File: config.mk
export PLATFORM = sky130hd
export DESIGN_NAME = cpu_board_display_flat
export DESIGN_NICKNAME = d
export VERILOG_FILES = /design/src/rtl/cpu_board_pkg.sv /design/src/rtl/cpu_board_display_if.sv /design/src/rtl/cpu_board_display_debounce.sv /design/src/rtl/cpu_board_display.sv /design/src/flat_wrapper.sv
export SDC_FILE = /design/constraint.sdc
export NUM_CORES = 1
export LEC_CHECK = 0
export BUFFER_PORTS_ARGS = -buffer_cell sky130_fd_sc_hd__buf_2
export CAP_MARGIN = 20
export CORE_UTILIZATION = 59
export CTS_CLUSTER_SIZE = 24
export DETAILED_ROUTE_END_ITERATION = 12
export HOLD_SLACK_MARGIN = 0.08
export PLACE_DENSITY_LB_ADDON = 0.1
export SYNTH_ARGS = -nofsm -noshare
export SYNTH_HDL_FRONTEND = slang
export SYNTH_SLANG_ARGS = --single-unit
File: constraint.sdc
create_clock -name CLK -period 3.8 [get_ports CLK]
set_input_delay 0.19 -clock CLK [delete_from_list [all_inputs] [get_ports CLK]]
set_output_delay 0.19 -clock CLK [all_outputs]
set_load 0.02 [all_outputs]
File: src/rtl/cpu_board_pkg.sv
// Shared constants for the CPU board front end: debounce states, display selects,
// seven-segment lookup and anode helpers.
package cpu_board_pkg;

  typedef logic [1:0] deb_state_t;

  localparam deb_state_t ST_REL        = 2'd0;
  localparam deb_state_t ST_PRESS_WAIT = 2'd1;
  localparam deb_state_t ST_PRESSED    = 2'd2;
  localparam deb_state_t ST_REL_WAIT   = 2'd3;

  localparam logic [1:0] SEL_PC  = 2'b00;
  localparam logic [1:0] SEL_RS  = 2'b01;
  localparam logic [1:0] SEL_RT  = 2'b10;
  localparam logic [1:0] SEL_RES = 2'b11;

  localparam logic [3:0] AN_OFF  = 4'b1111;
  localparam logic [7:0] SEG_OFF = 8'hFF;

  // Active-low {dp,g,f,e,d,c,b,a}, decimal point off.
  localparam logic [7:0] SEG_HEX [16] = '{
    8'hC0, 8'hF9, 8'hA4, 8'hB0, 8'h99, 8'h92, 8'h82, 8'hF8,
    8'h80, 8'h90, 8'h88, 8'h83, 8'hC6, 8'hA1, 8'h86, 8'h8E
  };

  function automatic logic [3:0] an_onehot_low(input logic [1:0] idx);
    return ~(4'b0001 << idx);
  endfunction

endpackage

File: src/rtl/cpu_board_display_if.sv
// CPU debug bus into the display front end, plus the debounce FSM state coming back out.
// No handshake: every field is a level sampled when a display digit is loaded.
interface cpu_board_display_if;
  logic [7:0] cur_pc;
  logic [7:0] next_pc;
  logic [4:0] rs_addr;
  logic [4:0] rt_addr;
  logic [7:0] rd1;
  logic [7:0] rd2;
  logic [7:0] alu_result;
  logic [7:0] mem_out;
  logic [1:0] deb_state;

  modport master (
    output cur_pc, next_pc, rs_addr, rt_addr, rd1, rd2, alu_result, mem_out,
    input  deb_state
  );

  modport slave (
    input  cur_pc, next_pc, rs_addr, rt_addr, rd1, rd2, alu_result, mem_out,
    output deb_state
  );
endinterface

File: src/rtl/cpu_board_display_debounce.sv
// button_debounce: 2-FF synchroniser feeding a press/release debounce FSM; level is high
// while the button is considered pressed.
module button_debounce
  import cpu_board_pkg::*;
#(
  parameter int DEBOUNCE_CYCLES = 1_000_000
) (
  input  logic       clk,
  input  logic       rst,
  input  logic       btn_raw,
  output logic       level,
  output deb_state_t state
);

  localparam int CW = (DEBOUNCE_CYCLES > 1) ? $clog2(DEBOUNCE_CYCLES) : 1;
  localparam logic [CW-1:0] CNT_LAST = CW'(DEBOUNCE_CYCLES - 1);

  logic          meta_q, meta_d;
  logic          sync_q, sync_d;
  deb_state_t    state_q, state_d;
  logic [CW-1:0] cnt_q, cnt_d;

  always_comb begin
    meta_d  = btn_raw;
    sync_d  = meta_q;
    state_d = state_q;
    cnt_d   = cnt_q;
    case (state_q)
      ST_REL:        if (sync_q) state_d = ST_PRESS_WAIT;
      ST_PRESS_WAIT: begin
        if (!sync_q)                state_d = ST_REL;
        else if (cnt_q == CNT_LAST) state_d = ST_PRESSED;
        else                        cnt_d   = cnt_q + 1'b1;
      end
      ST_PRESSED:    if (!sync_q) state_d = ST_REL_WAIT;
      default: begin
        if (sync_q)                 state_d = ST_PRESSED;
        else if (cnt_q == CNT_LAST) state_d = ST_REL;
        else                        cnt_d   = cnt_q + 1'b1;
      end
    endcase
    // Every state change restarts the stability window.
    if (state_d != state_q) cnt_d = '0;
  end

  always_ff @(posedge clk or posedge rst) begin
    if (rst) begin
      meta_q  <= 1'b0;
      sync_q  <= 1'b0;
      state_q <= ST_REL;
      cnt_q   <= '0;
    end else begin
      meta_q  <= meta_d;
      sync_q  <= sync_d;
      state_q <= state_d;
      cnt_q   <= cnt_d;
    end
  end

  assign level = (state_q == ST_PRESSED) || (state_q == ST_REL_WAIT);
  assign state = state_q;

endmodule

File: src/rtl/cpu_board_display.sv
// Board front end for single_cpu: debounced step clock plus a 4-digit scanned hex display.
// Optional free-running step clock when AUTO_STEP_EN is defined (adds the auto_run port).
module cpu_board_display
  import cpu_board_pkg::*;
#(
  parameter int DEBOUNCE_CYCLES = 1_000_000,
  parameter int SCAN_DIV        = 100_000,
  parameter int AUTO_DIV        = 25_000_000
) (
  input  logic                 CLK,
  input  logic                 Reset,
  input  logic                 btn_step,
  input  logic [1:0]           sw_sel,
`ifdef AUTO_STEP_EN
  input  logic                 auto_run,
`endif
  cpu_board_display_if.slave   dbg,
  output logic                 cpu_clk,
  output logic [3:0]           an,
  output logic [7:0]           seg
);

  logic       deb_level;
  deb_state_t deb_state;

  button_debounce #(.DEBOUNCE_CYCLES(DEBOUNCE_CYCLES)) u_debounce (
    .clk     (CLK),
    .rst     (Reset),
    .btn_raw (btn_step),
    .level   (deb_level),
    .state   (deb_state)
  );

  assign dbg.deb_state = deb_state;

  logic cpu_clk_q, cpu_clk_d;

`ifdef AUTO_STEP_EN
  localparam int AW = (AUTO_DIV > 1) ? $clog2(AUTO_DIV) : 1;
  localparam logic [AW-1:0] AUTO_LAST = AW'(AUTO_DIV - 1);

  logic [AW-1:0] auto_cnt_q, auto_cnt_d;
  logic          auto_mode_q, auto_mode_d;
  logic          auto_clk_q, auto_clk_d;
  logic          auto_wrap;

  // Mode changes only on a divider wrap, so leaving auto mode parks cpu_clk low cleanly.
  always_comb begin
    auto_wrap   = (auto_cnt_q == AUTO_LAST);
    auto_cnt_d  = auto_wrap ? '0 : auto_cnt_q + 1'b1;
    auto_mode_d = auto_mode_q;
    auto_clk_d  = auto_clk_q;
    if (auto_wrap) begin
      auto_mode_d = auto_run;
      auto_clk_d  = auto_run ? ~auto_clk_q : 1'b0;
    end
    cpu_clk_d = auto_mode_d ? auto_clk_d : deb_level;
  end

  always_ff @(posedge CLK or posedge Reset) begin
    if (Reset) begin
      auto_cnt_q  <= '0;
      auto_mode_q <= 1'b0;
      auto_clk_q  <= 1'b0;
    end else begin
      auto_cnt_q  <= auto_cnt_d;
      auto_mode_q <= auto_mode_d;
      auto_clk_q  <= auto_clk_d;
    end
  end
`else
  always_comb cpu_clk_d = deb_level;
`endif

  localparam int PW = (SCAN_DIV > 1) ? $clog2(SCAN_DIV) : 1;
  localparam logic [PW-1:0] SCAN_LAST = PW'(SCAN_DIV - 1);

  logic [PW-1:0] presc_q, presc_d;
  logic [1:0]    idx_q, idx_d;
  logic          load_q, load_d;
  logic [3:0]    an_q, an_d;
  logic [7:0]    seg_q, seg_d;
  logic [15:0]   disp_word;
  logic [3:0]    nib;

  always_comb begin
    case (sw_sel)
      SEL_PC:  disp_word = {dbg.cur_pc, dbg.next_pc};
      SEL_RS:  disp_word = {3'b000, dbg.rs_addr, dbg.rd1};
      SEL_RT:  disp_word = {3'b000, dbg.rt_addr, dbg.rd2};
      default: disp_word = {dbg.alu_result, dbg.mem_out};
    endcase
  end

  // load_q marks the cycle after an index step; the new digit is latched then.
  always_comb begin
    load_d  = (presc_q == SCAN_LAST);
    presc_d = load_d ? '0 : presc_q + 1'b1;
    idx_d   = load_d ? idx_q + 2'd1 : idx_q;
    nib     = disp_word[{idx_q, 2'b00} +: 4];
    an_d    = an_q;
    seg_d   = seg_q;
    if (load_q) begin
      an_d  = an_onehot_low(idx_q);
      seg_d = SEG_HEX[nib];
    end
  end

  always_ff @(posedge CLK or posedge Reset) begin
    if (Reset) begin
      presc_q   <= '0;
      idx_q     <= 2'd0;
      load_q    <= 1'b0;
      an_q      <= AN_OFF;
      seg_q     <= SEG_OFF;
      cpu_clk_q <= 1'b0;
    end else begin
      presc_q   <= presc_d;
      idx_q     <= idx_d;
      load_q    <= load_d;
      an_q      <= an_d;
      seg_q     <= seg_d;
      cpu_clk_q <= cpu_clk_d;
    end
  end

  assign cpu_clk = cpu_clk_q;
  assign an      = an_q;
  assign seg     = seg_q;

endmodule

File: src/flat_wrapper.sv
// flat-port wrapper written by rule: the top's interface ports become plain ports
module cpu_board_display_flat import cpu_board_pkg::*;
#(
  parameter int DEBOUNCE_CYCLES = 1_000_000,
  parameter int SCAN_DIV        = 100_000,
  parameter int AUTO_DIV        = 25_000_000
)
  (CLK, Reset, btn_step, sw_sel, cpu_clk, an, seg, dbg_cur_pc, dbg_next_pc, dbg_rs_addr, dbg_rt_addr, dbg_rd1, dbg_rd2, dbg_alu_result, dbg_mem_out, dbg_deb_state);
  cpu_board_display_if dbg_i ();
  input  logic CLK;
  input  logic Reset;
  input  logic btn_step;
  input  logic [1:0] sw_sel;
  output logic cpu_clk;
  output logic [3:0] an;
  output logic [7:0] seg;
  input wire logic [$bits(dbg_i.cur_pc)-1:0] dbg_cur_pc;
  input wire logic [$bits(dbg_i.next_pc)-1:0] dbg_next_pc;
  input wire logic [$bits(dbg_i.rs_addr)-1:0] dbg_rs_addr;
  input wire logic [$bits(dbg_i.rt_addr)-1:0] dbg_rt_addr;
  input wire logic [$bits(dbg_i.rd1)-1:0] dbg_rd1;
  input wire logic [$bits(dbg_i.rd2)-1:0] dbg_rd2;
  input wire logic [$bits(dbg_i.alu_result)-1:0] dbg_alu_result;
  input wire logic [$bits(dbg_i.mem_out)-1:0] dbg_mem_out;
  output wire logic [$bits(dbg_i.deb_state)-1:0] dbg_deb_state;
  assign dbg_i.cur_pc = dbg_cur_pc;
  assign dbg_i.next_pc = dbg_next_pc;
  assign dbg_i.rs_addr = dbg_rs_addr;
  assign dbg_i.rt_addr = dbg_rt_addr;
  assign dbg_i.rd1 = dbg_rd1;
  assign dbg_i.rd2 = dbg_rd2;
  assign dbg_i.alu_result = dbg_alu_result;
  assign dbg_i.mem_out = dbg_mem_out;
  assign dbg_deb_state = dbg_i.deb_state;
  cpu_board_display #(.DEBOUNCE_CYCLES(DEBOUNCE_CYCLES), .SCAN_DIV(SCAN_DIV), .AUTO_DIV(AUTO_DIV)) u_core (.CLK(CLK), .Reset(Reset), .btn_step(btn_step), .sw_sel(sw_sel), .dbg(dbg_i), .cpu_clk(cpu_clk), .an(an), .seg(seg));
endmodule
Yosys cells after proc, flatten, opt, wreduce, memory -nomap -nowiden
Memory sizes are Yosys's and may differ from the RTL's. A register that Yosys moved wholly into a read port is not among the register bits.
Cells that the tools add are included.
- add/sub/neg operators: 3
- equality and inequality tests: 11
- shift operators: 2
- mux-type cells: 14
- bitwise logic cells: 2
- reduce and logical (&&, ||, !) cells: 5
- operator list (operator ; count):
    20-bit 2-to-1 mux ; 4
    16-bit case mux with 3 select lines ; 1
    20-bit case mux with 2 select lines ; 1
    20-bit by 1-bit adder with 20-bit output (second input constant) ; 1
    20-bit equality test (second input constant) ; 1
    17-bit by 1-bit adder with 17-bit output (second input constant) ; 1
    17-bit equality test (second input constant) ; 1
    17-bit 2-to-1 mux ; 1
    16-bit by 5-bit indexed part select with 4-bit output ; 1
    2-bit 2-to-1 mux ; 6
    2-bit equality test (second input constant) ; 3
    2-bit case mux with 3 select lines ; 1
    4-bit inverter with 5-bit output ; 1
    2-bit by 1-bit equality test with 1-bit output (second input constant) ; 2
    2-bit logical NOT ; 2
    4-bit inverter ; 1
    1-bit by 2-bit << shifter with 4-bit output (first input constant) ; 1
    3-bit by 1-bit != test with 1-bit output (second input constant) ; 1
    3-bit != test (second input constant) ; 1
    3-bit AND reduction ; 1
    2-bit by 1-bit adder with 2-bit output (second input constant) ; 1
    2-bit by 1-bit != test with 1-bit output (second input constant) ; 1
    2-bit != test ; 1
    2-bit OR reduction ; 1
    1-bit logical OR ; 1
- register bits: 49
- bits in read-only memories: 128
- memories: 1
- memory list (memory ; words ; width ; rd ports ; clocked after Yosys merged registers in ; wr ports ; line ; source):
    (name not given) ; 16 ; 8 ; 1 ; 1 ; 0 ; cpu_board_display.sv:105 ; seg_d = SEG_HEX[nib];

Longest topological paths before layout
Gate-level depths: netlist of the first run.
- depth in word-level cells: 7
- mapped depth: 12

Cells and area by module
A second synthesis of the first run with hierarchy kept.
- cell total of the unflattened synthesis: 343
- area, all modules: 3549.7 µm²
- modules (own cells, without submodules) (module ; instances ; cells each ; area each (µm²)):
    cpu_board_display ; 1 ; 208 ; 2204.6
    button_debounce ; 1 ; 135 ; 1345.0

Least setup slack after synthesis of the first run
OpenSTA, ideal clock, no wires.
- path type: input port to flip-flop
- start point: in sw_sel[0]
- end point: reg u_core.seg_q[3] (netlist: u_core.seg[3])
- setup time: 102 ps
- data arrival time: 2089 ps
- path slack: 1609 ps
- stages on the path: 10
- path buffers: 2
- cell sequence: buf_6 > buf_8 > mux4_2 > or2_0 > a32o_2 > ha_1 > inv_1 > a21oi_1 > a2111oi_4 > a311oi_2
- word-level cells in the longest chain between the ends: 4
- elaborated cells between the ends (all ways): 6
- classes of those cells: eq/ne (2); shift (1); mux (1); bitwise (1); reduce/logical (1)
- ends and longest elaborated chain (element ; line ; source):
    start, declared ; flat_wrapper.sv:13 ; input logic [1:0] sw_sel;
    2-bit equality test, or another cell as far along ; cpu_board_display.sv:87 ; case (sw_sel)
    16-bit case mux with 3 select lines (*) ; cpu_board_display.sv:87 ;
    16-bit by 5-bit indexed part select with 4-bit output (*) ; cpu_board_display.sv:100 ; nib = disp_word[{idx_q, 2'b00} +: 4];
    4-bit inverter with 5-bit output (not written as such) (*) ; cpu_board_display.sv:105 ;
    end, declared ; cpu_board_display.sv:82 ; logic [7:0] seg_q, seg_d;
Mark *: on every way between the ends. The rest lies on a longest branch, timed or not.
A chain may end at the register's enable or synchronous reset.

Worst setup path in the final report of the first run
- start point: reg u_core.idx_q[0]
- end point: reg u_core.seg_q[1] (netlist: u_core.seg[1])
- word-level cells in the longest chain between the ends: 2
- ends and longest elaborated chain (element ; line ; source):
    start, declared ; cpu_board_display.sv:79 ; logic [1:0] idx_q, idx_d;
    start signal, assigned ; cpu_board_display.sv:119 ; idx_q <= idx_d;
    16-bit by 5-bit indexed part select with 4-bit output ; cpu_board_display.sv:100 ;
    4-bit inverter with 5-bit output (not written as such) ; cpu_board_display.sv:105 ;
No other way between the ends.

==> results of run 1 <==
-- final cells by class --
cell class	instances	share of cell area (%)
clock buffers	5	1.77
clock inverters	3	0.548
inverters	14	1.39
multi-input cells	261	47.1
flip-flops and latches	56	36.4
well taps	72	2.32
repair buffers	79	10.4
-- worst reg2reg max path, delay by kind of cell (launching register included) --
family / cells / cell delay [ns]
DFF: 1 / 0.83
AOI/OAI and AO/OA: 5 / 1.03
adders and majority gates: 1 / 0.32
buffers and inverters: 2 / 0.48
-- logic make-up (layout without fill, tap and decap cells) --
family          after synthesis  in the layout
compound gates               50             50
simple gates                147            147
fa+ha+maj                    12             12
other cells                   1              1
flops                        56             56
xor+xnor                     33             33
buf+inv                      29            101
mux                          18             18
-- layout by cell type, fill, tap and decap left out, types with 8 or more instances in the layout --
| master | synthesis | final |
|---|---|---|
| buf_2 | 4 | 76 |
| nor2_1 | 52 | 52 |
| dfrtp_1 | 45 | 45 |
| nand2_1 | 25 | 25 |
| nand3_1 | 23 | 23 |
| xor2_1 | 19 | 19 |
| xnor2_1 | 14 | 14 |
| inv_1 | 13 | 12 |
| ha_1 | 12 | 12 |
| dfstp_2 | 11 | 11 |
| a21oi_1 | 9 | 9 |
| nor3_1 | 8 | 8 |
| mux2i_1 | 8 | 8 |
-- power by group --
part / internal (uW) / total [uW] / switching, uW / leakage, uW
sequential: 608 / 614 / 5.93 / 0.000721
combinational: 69.3 / 161 / 91.6 / 0.000968
clock: 131 / 324 / 193 / 0.0000445
-- per-stage QoR --
| stage | util [%] | instances |
|---|---|---|
| after floorplan | - | 346 |
| after global placement | 68.3 | 481 |
| after detailed placement | 68.3 | 481 |
| after CTS | 70.1 | 490 |
| after global routing | 70.1 | 490 |
| final | 70.1 | 490 |
-- per-layer routing --
layer | global-route usage [%] | share of wire (%) | up-vias | wire, microns
met3 | 4.12 | 3.6 | 19 | 239
met4 | 9.26 | 2.2 | 0 | 148
li1 | - | - | 1348 | -
met2 | 41.1 | 47 | 72 | 3180
met1 | 31.2 | 47 | 1255 | 3140
met5 | 0 | 0 | - | 0
-- path summary, 6_finish.rpt --
check	from	slack, ns	endpoint	cells past startpoint
min	Reset	0.06	u_core.presc_q[0]$_DFF_PP0_	3
min reg2reg	u_core.u_debounce.meta_q$_DFF_PP0_	0.38	u_core.u_debounce.sync_q$_DFF_PP0_	0
max reg2reg	u_core.idx_q[0]$_DFFE_PP0P_	1.08	u_core.seg[1]$_DFFE_PP1P_	8
max in group asynchronous	Reset	3.29	u_core.u_debounce.state[1]$_DFF_PP0_	3
min in group CLK	u_core.u_debounce.meta_q$_DFF_PP0_	0.38	u_core.u_debounce.sync_q$_DFF_PP0_	0
max	u_core.idx_q[0]$_DFFE_PP0P_	1.08	u_core.seg[1]$_DFFE_PP1P_	8
-- registers in the layout (all words and copies together) (netlist names) --
register and cells:
u_core.seg 7, u_core.u_debounce.cnt_q 20, u_core.u_debounce.state 2, u_core.an 4
u_core.presc_q 17, u_core.u_debounce.meta_q 1, u_core.idx_q 2, u_core.cpu_clk 1
u_core.load_q 1, u_core.u_debounce.sync_q 1
-- synthesized netlist by cell type (all sizes together), types with 3 or more instances --
library cell,count,area (sq um)
or2,5,31.3
mux2,4,45.0
a21oi,9,45.0
buf,11,91.3
dfrtp,45,1130
clkbuf,4,15.0
xnor2,14,123
mux4,6,135
nand2,26,100
inv,13,48.8
a31oi,9,77.6
o21ai,7,38.8
and2,5,31.3
xor2,19,166
nor2b,7,43.8
o31ai,3,22.5
mux2i,8,80.1
dfstp,11,289
nor4,3,25.0
o211ai,3,22.5
nor2,54,213
nor3,8,40.0
nand3,23,115
ha,12,150
nand4,6,37.5
-- timing repair --
item                                   4_1_cts  5_1_grt
endpoints found under the hold margin        1        0
hold buffers                                 1        0
resized for setup                            0        0
==> out/qor.csv, run 1 <==
metric;value;unit
post-place setup slack;1.13;ns
Mapped Avg Cell Area;9.84;sq um
Post-synth ARST share;100;%
Distinct cells, synth;64;
DR iter-0 viols;94;
Total GRT Usage;24.3;%
Routed wire per std cell;13.7;microns
Worst Clk Skew;0.00955;ns
mux cell area share after synthesis;7.64;%
worst hold margin;0.0614;ns
critical path cell sequence;inv_1, o211ai_1, a31oi_1, a31oi_2, inv_1, ha_1, o31a_1, o22ai_1;
Antenna Nets Post-Route;0;
Final setup viols;0;
Cell Area, Placed;3780;sq um
Pre-Repair DR Iteration Count;4;
final instance area;3880;sq um
Leak;0.00173;uW
Die Ht;78.0;microns
cells after synthesis;346;
net count after synthesis;421;
EDFF count, synth;0;
sequential cell area fraction in the yosys report;41.6;%
CTS tree;yes;
Clock Tree Root;clkbuf_8;
max-slew violations;0;
fin nets;492;
core area;5540;sq um
CP Max Fanout;21;
number of failing hold endpoints at the final stage;0;
GP Congestion;0.801;
minimum clock period;2.72;ns
via count;2694;
fillers;458;
Worst EP required;4.04;ns
xor-xnor portion of the synthesized cell area;8.49;%
Top FF cell, synth;dfrtp_1;
initial antenna violation count;0;
number of global-route vias before repair;2673;
Die X;78.0;microns
Min-Delay Path Class;input pin to async pin;
clock slew at reported path FFs;0.10;ns
Max Cap Viol;0;
DP HPWL;5030;microns
status;finished, final reports clean;
Ys Warns;0;
maximum vdd drop;0.211;mV
Synth Area in Compound Gates;12.1;%
Std-Cell Rows;27;
period utilization;71.7;%
Worst Tran Pin Value;0.734;ns
CP startpoint kind;register;
Post-CTS Setup Inserts;0;
starting density of the core;61.4;%
WS Path Type;register to register;
setup ws final;1.08;ns
Num CTS Buffers;5;
port bufs;76;
Synth Area in Adders;4.41;%
max_slew headroom;51.1;%
FMAX;367;MHz
largest net degree at the start of global routing;57;
share of cells above drive strength 1;30.1;%
Clock Tree Buf Depth;2;
CTS sink count;56;
diodes inserted;0;
IO Pins;78;
CP max-delay cell;dfrtp_1;
first-pass GRT wire length;11800;microns
Final TNS setup;0;ns
Post-Synth Simple-Gate Area;21.0;%
unrepaired setup endpoints after global routing;false;
#FFs+latches synth;56;
area grow syn2layout;14.1;%
via/cell ratio;5.50;
area occupied by multi-input gates;1830;sq um
largest family of logic cells by synthesized area;simple AND/OR/NAND/NOR gates;
Worst Path Buf+Inv;2;
CP max stage delay;0.83;ns
total power;1100;uW
total grt overflow;0;
kind of cell adding the most delay to the critical path;compound AO/OA/AOI/OAI gates;
Syn Std Cell Area;3400;sq um
DRT Wirelength;6700;microns
clock latency on the worst-skew pair;0.31;ns
H-tree Lvls;2;
Power Density;283;nW/um^2
die area;6080;sq um
nature of the critical path endpoint;register;
flip-flop and latch area;1420;sq um
WP data arrival;2.96;ns
critical path's most frequent cell;inv_1;
drt drc;0;
Power figures use the tool's default switching activity.
==> run 2: changes to the inputs <==
- CORE_UTILIZATION: 59 -> 54
- clock period: 3.8 -> 2.83 ns (I/O delays scaled with it)
==> run 2 against run 1 <==
Compared with the run above:
- maximum frequency increased by 21%
- total power grew 37%
- clock power grew 43%
- largest cell class unchanged
==> out/qor.csv, run 2 (synthesis results as in run 1) <==
metric;value;unit
Clock Tree Root;clkbuf_8;
GP Congestion;0.850;
Final setup viols;0;
sw frac;27.2;%
hold path start;u_core.u_debounce.meta_q$_DFF_PP0_;
diodes inserted;0;
unrepaired setup endpoints after global routing;false;
total grt overflow;0;
H-tree Lvls;2;
Critical R2R Launch;u_core.idx_q[1]$_DFFE_PP0P_;
Pint;1090;uW
CTS sink count;56;
Gate power share;14.5;%
largest net degree at the start of global routing;32;
number of failing hold endpoints at the final stage;0;
CP Max Fanout;7;
Final TNS setup;0;ns
clock slew at reported path FFs;0.10;ns
Total GRT Usage;22.1;%
Leak;0.00176;uW
CP Launch Point;u_core.idx_q[1]$_DFFE_PP0P_;
via/cell ratio;5.38;
clock group share of total power;30.7;%
Clock Tree Buf Depth;2;
non-filler cells, final;498;
fin nets;497;
Antenna Nets Post-Route;0;
drt drc;0;
DR iter-0 viols;125;
DP HPWL;5020;microns
Std-Cell Rows;28;
Seq pwr share;54.8;%
CTS tree;yes;
via count;2677;
DRT Wirelength;6560;microns
Placed Cells;488;
number of global-route vias before repair;2661;
switching power;410;uW
port bufs;76;
Power Density;382;nW/um^2
Worst Tran Pin Value;0.676;ns
Worst Clk Skew;0.0146;ns
max_slew headroom;54.6;%
Top reg by flops;u_core.u_debounce.cnt_q;
core area;5990;sq um
IO Pins;78;
total power;1500;uW
clock latency on the worst-skew pair;0.32;ns
CP startpoint kind;register;
Worst EP required;3.07;ns
maximum vdd drop;0.270;mV
area grow syn2layout;15.5;%
first-pass GRT wire length;11300;microns
initial antenna violation count;0;
WS Path Type;register to register;
Max Cap Viol;0;
die area;6630;sq um
starting density of the core;56.8;%
period utilization;79.5;%
max-slew violations;0;
max FFs per register;20;
FMAX;444;MHz
status;finished, final reports clean;
Die X;81.4;microns
Routed wire per std cell;13.2;microns
Num CTS Buffers;5;
most frequent cells in the layout;buf_2, nor2_1, dfrtp_1;
WP data arrival;2.49;ns
Pre-Repair DR Iteration Count;4;
Die Ht;81.4;microns
minimum clock period;2.25;ns
nature of the critical path endpoint;register;
most common cell after layout, fill and taps aside;buf_2;
share of cells above drive strength 1;30.7;%
Min-Delay Path Class;register to register;
==> run 2: cell types whose count changed in the layout (fill, tap and decap cells not counted), sizes merged <==
| cell | change |
|---|---|
| buf | +4 |
| dlygate4sd3 | +1 |
==> run 2: through the flow <==
step	area, sq um	setup WS, ns	utilization (%)	hold WS, ns
global placement	3820	0.540	63.7	0.260
CTS	3930	0.596	65.7	0.369
floorplan	3400	0.655	-	0.173
finish	3930	0.579	65.7	0.368
global route	3930	0.440	65.7	0.384
detailed placement	3820	0.464	63.7	0.266
==> run 2: what timing repair did <==
action	4_1_cts	5_1_grt
hold buffers	2	0
hold endpoints to repair	28	0
gates resized for setup	0	0
setup buffers	0	0
==> run 2: worst max-delay path: stages, from the launching register on <==
cell     delay, ns
dfrtp_1       0.53
inv_1         0.23
o21ai_0       0.12
a31oi_1       0.07
a31oi_2       0.34
inv_1         0.16
ha_1          0.32
o31a_1        0.29
o22ai_1       0.11
==> run 2: final cells by class <==
type / count / area (sq um)
clock buffer: 5 / 68.8
clock inverter: 3 / 27.5
timing repair buffer: 84 / 445
fill: 521 / 2060
multi-input combinational: 261 / 1830
sequential: 56 / 1420
tap: 75 / 93.8
inverter: 14 / 53.8
==> run 2: final timing paths <==
path	depth (start not counted)	end	slack, ns
setup / recovery	8	u_core.seg[1]$_DFFE_PP1P_	0.58
hold / removal	0	u_core.u_debounce.sync_q$_DFF_PP0_	0.37
setup reg to reg	8	u_core.seg[1]$_DFFE_PP1P_	0.58
hold reg to reg	0	u_core.u_debounce.sync_q$_DFF_PP0_	0.37
max in group asynchronous	4	u_core.seg[3]$_DFFE_PP1P_	1.65
min in group asynchronous	3	u_core.presc_q[12]$_DFF_PP0_	0.44
==> run 2: power by group through the flow <==
stage          clock (uW)  sequential, uW  combinational [uW]
6_report              462             824                 219
5_1_grt               519             826                 244
4_1_cts               480             824                 221
3_5_place_dp            0             839                 219
3_3_place_gp            0             839                 215
2_1_floorplan           0             847                 143
==> run 2: routing by layer <==
metal	share of wire [%]	global-route usage (%)	vias to the layer above
met5	0	0	-
met4	1.9	8.75	0
met3	3.0	4.04	11
met2	46	36.6	49
met1	49	28.6	1258
li1	-	-	1359
